**config.mk**
```make
export PLATFORM = sky130hd
export DESIGN_NAME = fetch_sequencer
export DESIGN_NICKNAME = d
export VERILOG_FILES = /design/src/rtl/fetch_sequencer.sv
export SDC_FILE = /design/constraint.sdc
export NUM_CORES = 1
export LEC_CHECK = 0
export CORE_ASPECT_RATIO = 1.75
export CORE_UTILIZATION = 56
export CTS_BUF_LIST = sky130_fd_sc_hd__clkbuf_16
export DETAILED_ROUTE_END_ITERATION = 6
export HOLD_SLACK_MARGIN = 0.06
export MAX_ROUTING_LAYER = met4
export PLACE_DENSITY = 0.88
export RECOVER_POWER = 25
export SYNTH_ARGS = -nofsm -noshare
export SYNTH_HDL_FRONTEND = slang
export SYNTH_SLANG_ARGS = --single-unit
```
**constraint.sdc**
```tcl
create_clock -name clk -period 8.7 [get_ports clk]
set_input_delay 1.74 -clock clk [delete_from_list [all_inputs] [get_ports clk]]
set_output_delay 1.74 -clock clk [all_outputs]
set_load 0.05 [all_outputs]
```
**src/rtl/fetch_sequencer.sv**
```systemverilog
// Instruction fetch sequencer: assembles 32-bit little-endian words from a byte-wide
// memory with fixed 1-cycle read latency, presents them over a valid/ready handshake,
// and supports redirects with alignment/range checking that traps into a terminal FAULT.
module fetch_sequencer #(
  parameter logic [31:0] RESET_PC  = 32'h0,
  parameter int unsigned MEM_BYTES = 32
) (
  input  logic        clk,
  input  logic        rst,
  input  logic        start,
  input  logic        redirect_valid,
  input  logic [31:0] redirect_pc,
  output logic [31:0] mem_addr,
  input  logic [7:0]  mem_rdata,
  output logic        inst_valid,
  input  logic        inst_ready,
  output logic [31:0] inst_data,
  output logic [31:0] inst_pc,
  output logic        busy,
  output logic        fault
);

  localparam logic [31:0] MemBytesW = 32'(MEM_BYTES);

  typedef enum logic [1:0] {
    StIdle,
    StFetch,
    StHold,
    StFault
  } state_e;

  state_e      state;
  logic [31:0] pc;
  logic [2:0]  cnt;
  logic [31:0] addr_hold;

  logic [31:0] pc_seq;
  logic [31:0] addr_off;
  logic [31:0] addr_live;
  logic        redirect_bad;
  logic        can_redirect;

  // Sequential successor wraps back to the reset PC at the end of memory.
  assign pc_seq = ((pc + 32'd4) == MemBytesW) ? RESET_PC : (pc + 32'd4);

  // Misaligned or out-of-range targets trap instead of fetching.
  assign redirect_bad = (redirect_pc[1:0] != 2'b00) || (redirect_pc >= MemBytesW);

  assign can_redirect = (state != StFault) && redirect_valid;

  // Byte offset saturates at 3: cnt=4 only collects the last byte, no new address needed.
  assign addr_off  = (cnt > 3'd3) ? 32'd3 : {29'd0, cnt};
  assign addr_live = pc + addr_off;

  // FAULT freezes the memory address at whatever was presented on entry.
  assign mem_addr = (state == StFault) ? addr_hold : addr_live;

  assign busy  = (state == StFetch) || (state == StHold);
  assign fault = (state == StFault);

  // Track the live address so FAULT can keep presenting its last value.
  always_ff @(posedge clk or posedge rst) begin
    if (rst) begin
      addr_hold <= RESET_PC;
    end else if (state != StFault) begin
      addr_hold <= addr_live;
    end
  end

  // Main fetch FSM: state, PC, byte counter and the registered instruction outputs.
  always_ff @(posedge clk or posedge rst) begin
    if (rst) begin
      state      <= StIdle;
      pc         <= RESET_PC;
      cnt        <= 3'd0;
      inst_valid <= 1'b0;
      inst_data  <= 32'h0;
      inst_pc    <= RESET_PC;
    end else if (can_redirect) begin
      // Redirect wins over everything; any in-flight or presented word is dropped
      // (a same-cycle handshake in HOLD still counts as consumed by the consumer).
      inst_valid <= 1'b0;
      cnt        <= 3'd0;
      if (redirect_bad) begin
        state <= StFault;
      end else begin
        pc    <= redirect_pc;
        state <= StFetch;
      end
    end else begin
      unique case (state)
        StIdle: begin
          if (start) begin
            cnt   <= 3'd0;
            state <= StFetch;
          end
        end
        StFetch: begin
          // Data returning now belongs to the address presented at cnt-1.
          unique case (cnt)
            3'd1:    inst_data[7:0]   <= mem_rdata;
            3'd2:    inst_data[15:8]  <= mem_rdata;
            3'd3:    inst_data[23:16] <= mem_rdata;
            3'd4:    inst_data[31:24] <= mem_rdata;
            default: ;
          endcase
          if (cnt == 3'd4) begin
            inst_valid <= 1'b1;
            inst_pc    <= pc;
            state      <= StHold;
          end else begin
            cnt <= cnt + 3'd1;
          end
        end
        StHold: begin
          if (inst_ready) begin
            inst_valid <= 1'b0;
            pc         <= pc_seq;
            cnt        <= 3'd0;
            state      <= StFetch;
          end
        end
        StFault: ;
        default: state <= StFault;
      endcase
    end
  end

  // Sanity properties on internal consistency.
  a_cnt_range : assert property (@(posedge clk) disable iff (rst) cnt <= 3'd4);
  a_valid_hold : assert property (@(posedge clk) disable iff (rst)
    inst_valid == (state == StHold));
  a_hold_stable : assert property (@(posedge clk) disable iff (rst)
    (state == StHold && !inst_ready && !redirect_valid)
      |=> ($stable(inst_data) && $stable(inst_pc)));
  a_fault_sticky : assert property (@(posedge clk) disable iff (rst)
    (state == StFault) |=> (state == StFault));

endmodule

```
==> results_dict.tcl <==
set metrics [dict create \
    rows 53 \
    cp.required_ns 6.96 \
    die_w_um 86.3 \
    grt_pass1_wl_mm 32.3 \
    ys_seq_area_frac 0.481 \
    synth_area_per_cell_um2 10.1 \
    r2r-end "pc[8]$_DFFE_PP0P_" \
    hpwl_mm 14.6 \
    crit_path_frequent_cell "ha_1" \
    worstPathArrival_ns 4.55 \
    drt_iter0_drc 392 \
    ant_nets 0 \
    p_leak_nw 3.84 \
    skew_ns 0.00972 \
    clk_pin_slew_ns 0.06 \
    max_freq_mhz 159 \
    cts_tree "yes" \
    seq_area_um2 3350 \
    cts_resized 0 \
    io_buffers 143 \
    path_class "flop to primary output" \
    dr_total_vias 5868 \
    synth_area_leaders "dfrtp_1 48%, mux2_2 11%, xnor2_1 4.3%" \
    total_power_mw 3.04 \
    fillCellCount 844 \
    cts_root_buf "clkbuf_16" \
    core-area_um2 12100 \
    violations "max-capacitance violations, max-slew violations" \
    area_growth_syn_to_layout_pct 29.6 \
    final_layout_size_suffix_gt1_frac 0.146 \
    antenna_found_initial 0 \
    outcome "complete, but fails checks" \
    yosys_register_bits 134 \
    synth_edf_count 0 \
    reg2reg_depth 6 \
    grt-ovfl-total 0 \
    io_pins 144 \
    hold_viol 0 \
    hold_path_class "flop to flop" \
    drv_slew 123 \
    finalNetCount 863 \
    end_kind "primary output" \
    antenna_cells 0 \
    synth_top_cell_by_area "dfrtp_1" \
    peakVddDrop_uv 352 \
    totalNegativeSetupSlack_ns 0 \
    p_per_area_nw_per_um2 337 \
    numCtsBuffers 17 \
    setup_ws_ns 2.41 \
    fin_util 0.748 \
    wl_mm 20.5 \
    slowest_delay_ns 0.89 \
    grt_pass1_vias 6174 \
    async_flop_share 1.00 \
    start_kind "flop" \
    wl_per_cell_um 20.9 \
    cts_sinks 134 \
    endpoint "mem_addr[31]" \
    slowest_stage "clkdlybuf4s50_1" \
    multi_input_area_um2 3330 \
    synth_common_cells "134 x dfrtp_1, 68 x nand2_1, 66 x mux2_2" \
    rsz0062_at_grt "no" \
    synth_top_area_share 0.481 \
    path_max_fanout 6 \
    place_ws_ns 2.93 \
    synth_fp_nets 749 \
    syn_area_um2 6970 \
    setup_viol 0 \
    die_h_um 150 \
    syn_inst 690 \
    hold_ws_ns 0.495 \
    drv_cap 2 \
    instances_no_fill 982 \
    postCtsSetupBuffers 0 \
    startpoint "cnt[0]$_DFFE_PP0P_" \
    period_minus_slack_ns 6.29 \
    reg2reg_from "state[1]$_DFFE_PP0P_" \
    path_cells "ha_1 > ha_1 > nand2b_1 > nand2_1 > ha_1 > a21o_1 > a21oi_1 > nor4_1 > nand4b_1 > nor3_1 > xnor2_1 > o21ai_0 > clkdlybuf4s50_1" \
    start_util 0.577 \
    clk_latency_ns 0.43 \
    drtPass1Iterations 5 \
    h-tree-depth 4 \
    globalRouteTotalUtil 0.344 \
    fin_area_um2 9030 \
    place_inst 950 \
    maxSlewHeadroom -0.621 \
    drt-vias-per-instance 5.98 \
    postCtsHoldBufs 0 \
    gp_congestion 0.940 \
    worst_pin_slew_ns 2.42 \
    place_area_um2 8410 \
    yosysWarnings 0 \
    drcViolationCount 0 \
    synth_flop_cell "dfrtp_1" \
    rrSetupSlack_ns 3.79 \
    grt_max_degree 82 \
    clockBufferDepth 2 \
    synth_cell_types 58 \
    synth.most_common_cell "dfrtp_1" \
    die_area_um2 12900 \
    fin_crit_sh 0.722 \
]
-- flip-flops by register name, summed over array words and instances, names as in the netlist --
register    flops
inst_data      32
state           2
pc             32
inst_valid      1
addr_hold      32
cnt             3
inst_pc        32
-- worst min-delay path by stage --
stage | endpoint | cells past startpoint | start
floorplan | cnt[0]$_DFFE_PP0P_ | 1 | cnt[0]$_DFFE_PP0P_
global placement | inst_pc[18]$_DFFE_PP0P_ | 2 | inst_pc[18]$_DFFE_PP0P_
detailed placement | addr_hold[23]$_DFFE_PP0N_ | 2 | addr_hold[23]$_DFFE_PP0N_
CTS | addr_hold[23]$_DFFE_PP0N_ | 2 | addr_hold[23]$_DFFE_PP0N_
global route | inst_pc[22]$_DFFE_PP0P_ | 1 | inst_pc[22]$_DFFE_PP0P_
finish | addr_hold[23]$_DFFE_PP0N_ | 2 | addr_hold[23]$_DFFE_PP0N_
-- layer usage --
layer / vias up / GRT usage / part of all wire
met5: - / - / 0
met4: 0 / 0.212 / 0.055
met3: 69 / 0.0645 / 0.050
met2: 257 / 0.600 / 0.54
met1: 2874 / 0.351 / 0.35
li1: 2668 / - / -
-- layout make-up --
class                           count  area share
Clock buffer                       17      0.0471
Clock inverter                     15      0.0216
Inverter                           11     0.00471
Multi-Input combinational cell    491       0.369
Sequential cell                   134       0.371
Tap cell                          165      0.0229
Timing Repair Buffer              149       0.164
-- cells by family (layout without fill, tap and decap cells) --
family | after synthesis | after routing | synth area share
simple gates | 261 | 261 | 0.197
xor+xnor | 50 | 50 | 0.0629
buf+inv | 65 | 192 | 0.0406
fa+ha+maj | 14 | 14 | 0.0262
compound gates | 98 | 98 | 0.0832
mux | 67 | 67 | 0.108
other cells | 1 | 1 | 0.000538
flops | 134 | 134 | 0.481
-- report_power, final --
group	switching, mW	internal (mW)
clock	0.310	0.459
sequential	0.155	0.771
combinational	0.897	0.448
total	1.36	1.68
-- layout by cell type (no fill, tap or decap), types with 4 or more instances in the layout --
master / count
or2_2: 5
or3_1: 4
o21ai_0: 44
xnor2_1: 34
clkbuf_16: 17
inv_1: 11
nor2_1: 58
xor2_1: 16
ha_1: 13
nand3_1: 20
dlygate4sd3_1: 18
mux2_2: 65
nor3_1: 22
dfrtp_1: 134
nand4_1: 17
a31oi_1: 5
buf_4: 6
and3_1: 9
nor4_1: 23
and4_1: 8
a21oi_1: 17
nand2_1: 68
clkdlybuf4s50_1: 125
-- critical path, delay by kind of cell, from the launching register on --
kind,cells,cell delay [ns]
simple gates,5,1.63
xor+xnor,1,0.10
compound gates,3,0.45
flops,1,0.43
fa+ha+maj,3,0.62
buf+inv,1,0.89
Note: power is estimated with default switching activity, not from simulation.
